===== src/rtl/dds_ctrl_pkg.sv =====
// Shared constants, types and frequency-word helpers for the DDS control-word sequencer.
package dds_ctrl_pkg;

  localparam int IDX_W  = 3;
  localparam int FREQ_N = 8;
  localparam int FW_W   = 32;
  localparam int PW_W   = 12;

  typedef logic [0:FREQ_N-1][31:0]     freq_tab_t;
  typedef logic [0:FREQ_N-1][FW_W-1:0] fword_tab_t;

  localparam freq_tab_t FREQ_HZ = '{
    32'd100,    32'd1_000,   32'd2_000,     32'd10_000,
    32'd20_000, 32'd100_000, 32'd1_000_000, 32'd5_000_000
  };

  typedef enum logic [1:0] {
    IDLE   = 2'd0,
    ARM    = 2'd1,
    RESYNC = 2'd2
  } state_t;

  function automatic logic [FW_W-1:0] fword_calc(input logic [63:0] f, input logic [63:0] clk_hz);
    return FW_W'((f << FW_W) / clk_hz);
  endfunction

  function automatic fword_tab_t fword_table(input logic [63:0] clk_hz);
    fword_tab_t tab;
    for (int i = 0; i < FREQ_N; i++) begin
      tab[i] = fword_calc({32'd0, FREQ_HZ[i]}, clk_hz);
    end
    return tab;
  endfunction

endpackage


===== src/rtl/dds_word_lut.sv =====
// Registered index-to-word lookup for one DDS channel: frequency index to Fword,
// phase index to Pword (45 degree steps).
module dds_word_lut
  import dds_ctrl_pkg::*;
#(
  parameter int CLK_HZ = 125_000_000
) (
  input  logic             Clk,
  input  logic             Reset,
  input  logic [IDX_W-1:0] fidx,
  input  logic [IDX_W-1:0] pidx,
  output logic [FW_W-1:0]  fword,
  output logic [PW_W-1:0]  pword
);

  localparam fword_tab_t FW_TAB = fword_table(64'(CLK_HZ));

  // Word registers, reset to the 100 Hz word and zero phase.
  always_ff @(posedge Clk) begin
    if (Reset) begin
      fword <= FW_TAB[0];
      pword <= {PW_W{1'b0}};
    end else begin
      fword <= FW_TAB[fidx];
      pword <= {pidx, {(PW_W-IDX_W){1'b0}}};
    end
  end

endmodule


===== src/rtl/dds_word_ctrl.sv =====
// Key-driven frequency/phase word sequencer for the dual-channel DDS with aligned phase restart.
// Optional automatic frequency sweep when DDS_SWEEP_EN is defined.
module dds_word_ctrl
  import dds_ctrl_pkg::*;
#(
  parameter int CLK_HZ     = 125_000_000,
  parameter int RST_CYCLES = 4
`ifdef DDS_SWEEP_EN
  ,
  parameter int SWEEP_DIV  = 125_000_000
`endif
) (
  input  logic            Clk,
  input  logic            Reset,
  input  logic [3:0]      Key_flag,
`ifdef DDS_SWEEP_EN
  input  logic            Sweep_en,
`endif
  output logic [FW_W-1:0] Fword1,
  output logic [FW_W-1:0] Fword2,
  output logic [PW_W-1:0] Pword1,
  output logic [PW_W-1:0] Pword2,
  output logic            Phase_rst,
  output logic            Busy
);

  localparam logic [7:0] RST_LAST = 8'(RST_CYCLES - 1);

  state_t           state_r, state_nx_s;
  logic [7:0]       cnt_r, cnt_nx_s;
  logic [IDX_W-1:0] fidx1_r, fidx2_r;
  logic [IDX_W-1:0] pidx1_r, pidx2_r, pidx1_nx_s, pidx2_nx_s;
  logic             pend1_r, pend2_r, pend1_nx_s, pend2_nx_s;
  logic             req1_s, req2_s;
  logic             sweep_tick_s;

`ifdef DDS_SWEEP_EN
  localparam logic [31:0] DIV_LAST = 32'(SWEEP_DIV - 1);
  logic [31:0] div_r;

  // Sweep divider: free-runs while enabled, held at zero otherwise.
  always_ff @(posedge Clk) begin
    if (Reset || !Sweep_en || (div_r == DIV_LAST)) begin
      div_r <= 32'd0;
    end else begin
      div_r <= div_r + 32'd1;
    end
  end

  assign sweep_tick_s = Sweep_en && (div_r == DIV_LAST);
`else
  assign sweep_tick_s = 1'b0;
`endif

  // Frequency indices; a sweep tick coinciding with a key gives a single step.
  always_ff @(posedge Clk) begin
    if (Reset) begin
      fidx1_r <= {IDX_W{1'b0}};
      fidx2_r <= {IDX_W{1'b0}};
    end else begin
      if (Key_flag[0] || sweep_tick_s) fidx1_r <= fidx1_r + 3'd1;
      if (Key_flag[2] || sweep_tick_s) fidx2_r <= fidx2_r + 3'd1;
    end
  end

  assign req1_s = Key_flag[1] | pend1_r;
  assign req2_s = Key_flag[3] | pend2_r;

  // Phase FSM next-state, phase index and pending-flag logic.
  always_comb begin
    state_nx_s = state_r;
    cnt_nx_s   = cnt_r;
    pidx1_nx_s = pidx1_r;
    pidx2_nx_s = pidx2_r;
    pend1_nx_s = pend1_r;
    pend2_nx_s = pend2_r;
    case (state_r)
      IDLE: begin
        pend1_nx_s = 1'b0;
        pend2_nx_s = 1'b0;
        cnt_nx_s   = 8'd0;
        if (req1_s) pidx1_nx_s = pidx1_r + 3'd1;
        else        pidx1_nx_s = pidx1_r;
        if (req2_s) pidx2_nx_s = pidx2_r + 3'd1;
        else        pidx2_nx_s = pidx2_r;
        if (req1_s || req2_s) state_nx_s = ARM;
        else                  state_nx_s = IDLE;
      end
      ARM: begin
        pend1_nx_s = pend1_r | Key_flag[1];
        pend2_nx_s = pend2_r | Key_flag[3];
        cnt_nx_s   = 8'd0;
        state_nx_s = RESYNC;
      end
      RESYNC: begin
        pend1_nx_s = pend1_r | Key_flag[1];
        pend2_nx_s = pend2_r | Key_flag[3];
        if (cnt_r == RST_LAST) begin
          cnt_nx_s   = 8'd0;
          state_nx_s = IDLE;
        end else begin
          cnt_nx_s   = cnt_r + 8'd1;
          state_nx_s = RESYNC;
        end
      end
      default: begin
        cnt_nx_s   = 8'd0;
        state_nx_s = IDLE;
      end
    endcase
  end

  // Phase FSM registers; Phase_rst and Busy are registered decodes of the next state.
  always_ff @(posedge Clk) begin
    if (Reset) begin
      state_r   <= IDLE;
      cnt_r     <= 8'd0;
      pidx1_r   <= {IDX_W{1'b0}};
      pidx2_r   <= {IDX_W{1'b0}};
      pend1_r   <= 1'b0;
      pend2_r   <= 1'b0;
      Phase_rst <= 1'b0;
      Busy      <= 1'b0;
    end else begin
      state_r   <= state_nx_s;
      cnt_r     <= cnt_nx_s;
      pidx1_r   <= pidx1_nx_s;
      pidx2_r   <= pidx2_nx_s;
      pend1_r   <= pend1_nx_s;
      pend2_r   <= pend2_nx_s;
      Phase_rst <= (state_nx_s == RESYNC);
      Busy      <= (state_nx_s != IDLE);
    end
  end

  dds_word_lut #(.CLK_HZ(CLK_HZ)) u_lut1 (
    .Clk   (Clk),
    .Reset (Reset),
    .fidx  (fidx1_r),
    .pidx  (pidx1_r),
    .fword (Fword1),
    .pword (Pword1)
  );

  dds_word_lut #(.CLK_HZ(CLK_HZ)) u_lut2 (
    .Clk   (Clk),
    .Reset (Reset),
    .fidx  (fidx2_r),
    .pidx  (pidx2_r),
    .fword (Fword2),
    .pword (Pword2)
  );

endmodule


===== config.mk =====
export PLATFORM = sky130hd
export DESIGN_NAME = dds_word_ctrl
export DESIGN_NICKNAME = d
export VERILOG_FILES = /design/src/rtl/dds_ctrl_pkg.sv /design/src/rtl/dds_word_lut.sv /design/src/rtl/dds_word_ctrl.sv
export SDC_FILE = /design/constraint.sdc
export NUM_CORES = 1
export LEC_CHECK = 0
export ABC_AREA = 1
export CAP_MARGIN = 15
export CORE_MARGIN = 5
export CORE_UTILIZATION = 25
export DETAILED_ROUTE_END_ITERATION = 8
export HOLD_SLACK_MARGIN = 0.03
export PLACE_DENSITY = 0.59
export SYNTH_ARGS = -nofsm -noshare
export SYNTH_HDL_FRONTEND = slang
export SYNTH_SLANG_ARGS = --single-unit

===== constraint.sdc =====
create_clock -name Clk -period 1.7 [get_ports Clk]
set_clock_uncertainty 0.15 [all_clocks]
set_input_delay 0.51 -clock Clk [delete_from_list [all_inputs] [get_ports Clk]]
set_output_delay 0.51 -clock Clk [all_outputs]
set_load 0.01 [all_outputs]

==> results of run 1 <==
Yosys cell counts:
master	count	area, sq um
sky130_fd_sc_hd__inv_2	6	22.5
sky130_fd_sc_hd__ha_1	18	225
sky130_fd_sc_hd__buf_6	1	11.3
sky130_fd_sc_hd__nor3_1	7	35.0
sky130_fd_sc_hd__nand4_1	1	6.26
sky130_fd_sc_hd__nor3b_1	2	15.0
sky130_fd_sc_hd__xor2_1	2	17.5
sky130_fd_sc_hd__o22a_1	2	17.5
sky130_fd_sc_hd__nand3_1	4	20.0
sky130_fd_sc_hd__inv_1	41	154
sky130_fd_sc_hd__buf_4	37	278
sky130_fd_sc_hd__buf_2	1	5.00
sky130_fd_sc_hd__nor2_1	33	124
sky130_fd_sc_hd__nand3_2	1	10.0
sky130_fd_sc_hd__nor2_4	4	45.0
sky130_fd_sc_hd__o22ai_1	6	37.5
sky130_fd_sc_hd__o31ai_1	1	7.51
sky130_fd_sc_hd__a22oi_1	4	30.0
sky130_fd_sc_hd__nand2_1	29	109
sky130_fd_sc_hd__o21ai_0	17	85.1
sky130_fd_sc_hd__dfxtp_1	78	1560
sky130_fd_sc_hd__conb_1	1	3.75
sky130_fd_sc_hd__nor2_2	1	6.26
sky130_fd_sc_hd__a21oi_1	20	100
cell families after synthesis:
group,after synthesis
AND/OR/NAND/NOR,82
XOR/XNOR,2
buffers and inverters,86
flip-flops,78
AO/OA/AOI/OAI,50
other,1
adder cells (fa/ha/maj),18
registers in the layout, indices dropped and copies added (netlist names), 3 cells and up:
name	flops
u_lut2.fword	23
u_lut2.pword	3
pidx1_r	3
u_lut1.pword	3
u_lut1.fword	23
fidx2_r	3
cnt_r	8
fidx1_r	3
pidx2_r	3
routing by layer:
layer / routed length [microns] / vias up
li1: - / 1094
met1: 2580 / 945
met2: 2590 / 81
met3: 452 / 8
met4: 91 / 0
met5: 0 / -
metrics by stage:
step / instance area [sq um] / power (mW) / util (%) / TNS [ps] / setup slack, ps
after detailed placement: 3680 / 2.53 / 32.1 / -5000 / -203
final: 3890 / 4.24 / 33.9 / 0 / 94.5
after floorplan: 3050 / 2.36 / - / 0 / 356
after CTS: 3890 / 4.30 / 33.9 / 0 / 80.9
after global placement: 3680 / 2.52 / 32.1 / -3660 / -162
after global routing: 3890 / 4.45 / 33.9 / 0 / 55.2
final cells by class:
type,instances,area [sq um]
fillers,1190,7580
clock buffers,11,233
repair buffers,77,673
clock inverters,4,48.8
well taps,143,179
flip-flops and latches,78,1560
multi-input cells,186,1020
inverters,47,176
final timing paths:
check,endpoint,slack [ps],cells past startpoint
setup / recovery,Busy,90,1
setup reg to reg,fidx1_r[1]$_SDFFE_PP0P_,240,4
hold / removal,u_lut2.pword[11]$_SDFF_PP0_,310,2
hold reg to reg,u_lut2.pword[11]$_SDFF_PP0_,310,2
power by group:
group	switching (mW)	internal, mW
Sequential	0.0479	1.93
Combinational	0.283	0.183
Clock	0.672	1.13
timing repair:
item / 4_1_cts / 5_1_grt
buffers inserted: 0 / 0
gates resized for setup: 56 / 0
setup endpoints to repair: 56 / 0
hold endpoints to repair: 0 / 0
==> results.yml, run 1 <==
setup_path:
  critical_path_peak_fanout: 1
  standard_cell_with_the_maximum_stage_delay_on_the_critical_path: "sky130_fd_sc_hd__dfxtp_1"
  timing.critical_path.arrival_ps: 950
  max_stage_delay_ps: 340
  timing.critical_path.buf_inv: 1
  worstSetupStartpoint: "Busy$_SDFF_PP0_"
  path_class: "reg2out"
  crit_path_cell_trace: "dlygate4sd2_1"
  critical_path.endpoint_type: "output port"
  critPathLaunchType: "flip-flop"
  required_ps: 1040
  critPathTopFamily: "flip-flops"
  critical_path.reg2reg.startpoint: "fidx1_r[0]$_SDFFE_PP0P_"
cells_and_area:
  areaGrowthSynthToFinish_pct: 32.9
  final_net_count: 423
  drive_gt1_share_pct: 10.2
  finish.cell_count_without_fillers: 546
  most_frequent_standard_cell_in_the_layout_excluding_fill_and_tap_cells: "sky130_fd_sc_hd__dfxtp_1"
  antenna_cells_inserted: 0
  layout.cells.most_common_list: "sky130_fd_sc_hd__dfxtp_1 (78), sky130_fd_sc_hd__dlygate4sd2_1 (56), sky130_fd_sc_hd__inv_1 (41), sky130_fd_sc_hd__conb_1 (34), sky130_fd_sc_hd__nor2_1 (33)"
floorplan:
  num_rows: 39
  die_w_microns: 118
  coreArea_sq_mm: 0.0115
  design.die.area_sq_mm: 0.0140
  initial_core_util_pct: 25.5
  top_level_ports: 96
  dieHeight_microns: 118
grt:
  gr-usage-met2_pct: 13.1
  grt_start_max_net_pins: 13
  first_global_vias: 2063
  gr-usage-met1_pct: 10.3
  grt_antenna_before_repair: 0
  gr-usage-all-layers_pct: 8.34
  met3_usage_pct: 2.72
  gr-max-usage-layer: "met2"
  grt-ovfl-total: 0
  global_route_wire_length_before_repair_mm: 9.65
clock_network:
  clockBufferDepth: 2
  cts_hold_buffers: 0
  clkTransAtPathRegs_ps: 50
  numClockSinks: 78
  total_cts_buffers: 9
  tritoncts: "done"
  clkLatencyLatePin_ps: 320
  clockRootBuffer: "sky130_fd_sc_hd__clkbuf_16"
  cts_max_level: 3
timing:
  min_period_over_period_pct: 94.4
  final.min_clock_period_ps: 1610
  rsz0062_at_grt: "no"
  fin_hold_ws_ps: 310
  timing.final.max_slew_violations: 0
  final-setup-viol-count: 0
  max_freq_mhz: 623
  finalHoldViolations: 0
pwr:
  power_density_mw_per_mm2: 1090
  static-leakage-power_nw: 1.84
  vdd.ir_drop.worst_mv: 0.524
flow_run:
  cap_violations: 0
drt:
  route.detailed.drc: 0
  wl_mm: 5.71
  route.vias.total: 2128
  routedWlPerCell_microns: 10.5
  first_iter_violations: 76
  tritonroute_pass_1_iters: 4
  detail_route.vias_per_cell: 3.90
  final_antenna_net_count: 0
synth:
  synth_adder_area_share_pct: 7.70
  mappedNetlistArea_sq_mm: 0.00293
  post_synth_num_cell_types: 24
  largest_family_of_logic_cells_by_synthesized_area: "buffers and inverters"
  yosys_warnings: 0
  yosys-mux-area-fraction_pct: 0
  synth_area_per_cell_sq_um: 9.23
  yosys.area_share.simple_pct: 12.7
  postSynthCellCount: 317
  synth-compound-area-share_pct: 9.49
  yosys.area_share.xor_xnor_pct: 0.599
  synth.ff_latch_count: 78
  synth_sequential_area_ratio_pct: 53.4
status:
  outcome: "finished clean"
placement:
  place.gp.congestion: 0.770
  numPlacedInstances: 531
  io_buffer_count: 61
  place.detailed.hpwl_mm: 4.40
hold_path:
  worst_hold_path_type: "reg2reg"
  worst_hold_startpoint: "pidx2_r[2]$_SDFFE_PP0P_"
Power figures use the tool's default switching activity.
==> inputs of run 2 (changes only) <==
Settings changed: HOLD_SLACK_MARGIN 0.03 to 0.06, MAX_ROUTING_LAYER set to met4.
==> run 2 against run 1 <==
  * Sequential share of layout area is the same
  * Maximum frequency is 0.20% lower
  * First-iteration DRC count fell by 5.3%
  * Clock-buffer cell count unchanged
  * Die area unchanged
  * Via count rose by 0.33%
  * Largest cell class unchanged
==> results.yml, run 2 (synthesized netlist as in run 1, its figures left out) <==
status:
  outcome: "finished clean"
setup_path:
  critical_path_peak_fanout: 1
  critical_path.endpoint_type: "output port"
  timing.critical_path.buf_inv: 1
  required_ps: 1040
  path_class: "reg2out"
  critPathTopFamily: "flip-flops"
  crit_path_cell_trace: "dlygate4sd2_1"
  standard_cell_with_the_maximum_stage_delay_on_the_critical_path: "sky130_fd_sc_hd__dfxtp_1"
  timing.critical_path.arrival_ps: 950
  critPathLaunchType: "flip-flop"
  max_stage_delay_ps: 340
timing:
  timing.final.max_slew_violations: 0
  final-setup-viol-count: 0
  post-route-worst-setup-slack_ps: 91.3
  rsz0062_at_grt: "no"
  max_freq_mhz: 622
  finalHoldViolations: 0
  final.min_clock_period_ps: 1610
  min_period_over_period_pct: 94.6
drt:
  tritonroute_pass_1_iters: 4
  route.detailed.drc: 0
  route.vias.total: 2135
  first_iter_violations: 72
  final_antenna_net_count: 0
  routedWlPerCell_microns: 10.5
  wl_mm: 5.72
  detail_route.vias_per_cell: 3.91
clock_network:
  cts_resized: 56
  clockBufferDepth: 2
  numClockSinks: 78
  total_cts_buffers: 9
  clkTransAtPathRegs_ps: 60
  clkLatencyLatePin_ps: 330
  cts_hold_buffers: 0
  post-cts-setup-buffer-count: 0
  clockRootBuffer: "sky130_fd_sc_hd__clkbuf_16"
  cts_max_level: 3
  tritoncts: "done"
pwr:
  switching_power_mw: 1.00
  internal_power_mw: 3.24
  power_frac_clock_pct: 42.4
  totalPowerFinal_mw: 4.24
  vdd.ir_drop.worst_mv: 0.531
  power.share.sequential_pct: 46.7
  sw_frac_of_total_pct: 23.7
  static-leakage-power_nw: 1.84
  power_density_mw_per_mm2: 1090
  combinationalPowerShare_pct: 11.0
placement:
  detailed_place.area_sq_mm: 0.00368
  numPlacedInstances: 531
  place_worst_setup_slack_ps: -203
  place.detailed.hpwl_mm: 4.40
  io_buffer_count: 61
  place.gp.congestion: 0.780
flow_run:
  cap_violations: 0
floorplan:
  top_level_ports: 96
  coreArea_sq_mm: 0.0115
  dieHeight_microns: 118
  design.die.area_sq_mm: 0.0140
  initial_core_util_pct: 25.5
  die_w_microns: 118
  num_rows: 39
grt:
  global_route_wire_length_before_repair_mm: 9.67
  grt-ovfl-total: 0
  gr-usage-all-layers_pct: 8.62
  grt_start_max_net_pins: 13
  first_global_vias: 2052
  grt_antenna_before_repair: 0
cells_and_area:
  drive_gt1_share_pct: 10.2
  antenna_cells_inserted: 0
  final_net_count: 423
  final_util_pct: 33.9
  most_frequent_standard_cell_in_the_layout_excluding_fill_and_tap_cells: "sky130_fd_sc_hd__dfxtp_1"
  fillCellCount: 1190
  areaGrowthSynthToFinish_pct: 32.9
  layout.cells.most_common_list: "sky130_fd_sc_hd__dfxtp_1 (78), sky130_fd_sc_hd__dlygate4sd2_1 (56), sky130_fd_sc_hd__inv_1 (41), sky130_fd_sc_hd__conb_1 (34), sky130_fd_sc_hd__nor2_1 (33)"
  largestRegisters: "u_lut1.fword x23, u_lut2.fword x23, cnt_r x8"
  finish.cell_count_without_fillers: 546
  fin_area_sq_mm: 0.00389
hold_path:
  worst_hold_path_type: "reg2reg"
## run 2: cell counts in the layout (fill, tap and decap cells not counted)
Identical to the previous run, type by type.
## run 2: final cells by class
type / instances / area (sq um) / area share [%]
well taps: 143 / 179 / 4.60
multi-input cells: 186 / 1020 / 26.2
flip-flops and latches: 78 / 1560 / 40.1
inverters: 47 / 176 / 4.54
clock buffers: 11 / 233 / 5.98
repair buffers: 77 / 673 / 17.3
clock inverters: 4 / 48.8 / 1.25
## run 2: power groups by stage
stage                     Clock, mW  Combinational (mW)  Sequential (mW)
after floorplan                   0               0.311             2.05
after global placement            0               0.494             2.02
after detailed placement          0               0.506             2.02
after CTS                      1.85               0.469             1.98
after global routing           1.94               0.525             1.99
final                          1.80               0.466             1.98
## run 2: tightest hold or removal path, cell delays in order, from the launching register on
cell and delay (ps):
sky130_fd_sc_hd__dfxtp_1 300, sky130_fd_sc_hd__inv_1 70, sky130_fd_sc_hd__nor2_1 50
## run 2: worst paths after layout
path / from / to / slack [ps] / cells past startpoint
worst max-delay path: Busy$_SDFF_PP0_ / Busy / 90 / 1
worst min-delay path: pidx1_r[2]$_SDFFE_PP0P_ / u_lut1.pword[11]$_SDFF_PP0_ / 310 / 2
worst max register to register: fidx1_r[0]$_SDFFE_PP0P_ / fidx1_r[1]$_SDFFE_PP0P_ / 240 / 4
worst min register to register: pidx1_r[2]$_SDFFE_PP0P_ / u_lut1.pword[11]$_SDFF_PP0_ / 310 / 2
## run 2: per-stage QoR
step | hold slack, ps | TNS (ps)
floorplan | 275 | 0
global placement | 292 | -3660
detailed placement | 304 | -5000
CTS | 311 | 0
global route | 324 | 0
finish | 309 | 0
## run 2: routing by layer
layer	share of wire, %	up-vias	GRT usage [%]
li1	-	1095	-
met2	45	82	13.1
met1	45	948	10.3
met3	8.1	10	2.87
met5	0	-	-
met4	2.0	0	4.09
==> inputs of run 3 (changes only) <==
Settings changed: GPL_TIMING_DRIVEN set to 0.
==> run 3 against run 2 <==
  * Sequential power about the same
  * First-iteration DRC count increased by 54%
  * Hold slack worse by 8.8 ps
  * Maximum frequency is 1.2% lower
  * Sequential cell count stayed put
  * Highest routed layer unchanged
==> results.yml, run 3 (synthesized netlist as in run 1, its figures left out) <==
floorplan:
  initial_core_util_pct: 25.5
  design.die.area_sq_mm: 0.0140
  coreArea_sq_mm: 0.0115
  dieHeight_microns: 118
  top_level_ports: 96
  die_w_microns: 118
  num_rows: 39
timing:
  setup-tns-final_ps: 0
  min_period_over_period_pct: 95.8
  final-setup-viol-count: 0
  fin_hold_ws_ps: 300
  finalHoldViolations: 0
  final.min_clock_period_ps: 1630
  rsz0062_at_grt: "no"
  max_freq_mhz: 614
  timing.final.max_slew_violations: 0
clock_network:
  total_cts_buffers: 9
  post-cts-setup-buffer-count: 0
  clockBufferDepth: 2
  cts_hold_buffers: 0
  clkTransAtPathRegs_ps: 50
  clkLatencyLatePin_ps: 330
  cts_max_level: 3
  numClockSinks: 78
  tritoncts: "done"
  clockRootBuffer: "sky130_fd_sc_hd__clkbuf_16"
cells_and_area:
  largestRegisters: "u_lut1.fword x23, u_lut2.fword x23, cnt_r x8"
  finish.cell_count_without_fillers: 569
  most_frequent_standard_cell_in_the_layout_excluding_fill_and_tap_cells: "sky130_fd_sc_hd__dfxtp_1"
  antenna_cells_inserted: 0
  layout.cells.most_common_list: "sky130_fd_sc_hd__dfxtp_1 (78), sky130_fd_sc_hd__dlygate4sd2_1 (54), sky130_fd_sc_hd__inv_1 (41), sky130_fd_sc_hd__buf_4 (38), sky130_fd_sc_hd__conb_1 (34)"
  areaGrowthSynthToFinish_pct: 39.2
  final_util_pct: 35.5
  final_net_count: 446
  drive_gt1_share_pct: 15.5
  fin_area_sq_mm: 0.00407
grt:
  grt_antenna_before_repair: 0
  gr-usage-all-layers_pct: 8.92
  first_global_vias: 2267
  grt-ovfl-total: 0
  grt_start_max_net_pins: 13
  global_route_wire_length_before_repair_mm: 10.0
drt:
  wl_mm: 5.78
  route.vias.total: 2195
  route.detailed.drc: 0
  routedWlPerCell_microns: 10.2
  detail_route.vias_per_cell: 3.86
  tritonroute_pass_1_iters: 5
  final_antenna_net_count: 0
  first_iter_violations: 111
setup_path:
  worstSetupStartpoint: "u_lut2.fword[20]$_SDFF_PP0_"
  crit_path_end: "Fword2[21]"
  critical_path.reg2reg.startpoint: "fidx2_r[0]$_SDFFE_PP0P_"
  cp.depth: 2
  r2r_cells: 4
  crit_path_cell_trace: "buf_4 > clkdlybuf4s15_1"
  required_ps: 1040
  worstReg2RegEnd: "fidx2_r[1]$_SDFFE_PP0P_"
  timing.critical_path.buf_inv: 2
  critPathLaunchType: "flip-flop"
  critPathTopFamily: "buffers and inverters"
  max_stage_delay_ps: 300
  timing.critical_path.arrival_ps: 970
  critical_path_peak_fanout: 2
  critical_path.endpoint_type: "output port"
  standard_cell_with_the_maximum_stage_delay_on_the_critical_path: "sky130_fd_sc_hd__dfxtp_1"
  register_to_register_setup_slack_ps: 170
  path_class: "reg2out"
pwr:
  vdd.ir_drop.worst_mv: 0.547
  static-leakage-power_nw: 1.98
  power_density_mw_per_mm2: 1070
placement:
  place.gp.congestion: 0.764
  io_buffer_count: 61
  place.detailed.hpwl_mm: 4.49
  detailed_place.area_sq_mm: 0.00384
  numPlacedInstances: 554
flow_run:
  cap_violations: 0
status:
  outcome: "finished clean"
hold_path:
  worst_hold_path_type: "reg2reg"
-- run 3: cell count changes in the layout (fill, tap and decap cells not counted), sizes merged --
cell	previous run	this run
clkbuf	11	12
dlymetal6s2s	0	1
clkinv	3	2
dlygate4sd2	56	54
clkdlybuf4s15	0	1
buf	16	40
clkdlybuf4s50	5	4
-- run 3: how the worst min path moves through the flow --
stage | depth (start not counted) | to | slack, ps | from
2_1_floorplan | 2 | u_lut1.pword[11]$_SDFF_PP0_ | 270 | pidx1_r[2]$_SDFFE_PP0P_
3_3_place_gp | 2 | u_lut1.pword[11]$_SDFF_PP0_ | 290 | pidx1_r[2]$_SDFFE_PP0P_
3_5_place_dp | 2 | u_lut2.pword[11]$_SDFF_PP0_ | 300 | pidx2_r[2]$_SDFFE_PP0P_
4_1_cts | 2 | u_lut2.pword[11]$_SDFF_PP0_ | 300 | pidx2_r[2]$_SDFFE_PP0P_
5_1_grt | 2 | u_lut1.pword[11]$_SDFF_PP0_ | 330 | pidx1_r[2]$_SDFFE_PP0P_
6_report | 2 | u_lut2.pword[11]$_SDFF_PP0_ | 300 | pidx2_r[2]$_SDFFE_PP0P_
-- run 3: layout make-up --
type / count / area [sq um]
sequential: 78 / 1560
timing repair buffer: 61 / 543
multi-input combinational: 186 / 1020
clock buffer: 12 / 256
buffer: 39 / 294
tap: 143 / 179
fill: 1181 / 7390
inverter: 47 / 176
clock inverter: 3 / 43.8
-- run 3: stage by stage --
| stage | setup slack, ps | total power [mW] |
|---|---|---|
| finish | 71.7 | 4.36 |
| global route | 7.66 | 4.57 |
| CTS | 16.4 | 4.42 |
| detailed placement | -316 | 2.56 |
| global placement | -296 | 2.54 |
| floorplan | 356 | 2.36 |
-- run 3: power breakdown --
part	switching [mW]	internal [mW]	leakage, nW
combinational	0.283	0.210	1.20
sequential	0.0496	1.93	0.636
clock	0.678	1.21	0.149
-- run 3: what timing repair did --
item,in CTS,in global routing
setup endpoints to repair,56,11
gates resized for setup,58,1
pin swaps,0,0
endpoints found under the hold margin,0,0
-- run 3: layer usage --
metal	global-route usage, %	vias up	part of all wire (%)
li1	-	1140	-
met3	3.06	11	8.0
met1	9.66	963	43
met5	-	-	0
met4	5.59	0	2.3
met2	14.0	81	46
-- run 3: worst register-to-register path, stage by stage (launching register included) --
cell                      delay (ps)
sky130_fd_sc_hd__dfxtp_1         460
sky130_fd_sc_hd__inv_1           210
sky130_fd_sc_hd__ha_1            370
sky130_fd_sc_hd__o21ai_0         160
sky130_fd_sc_hd__a21oi_1          50
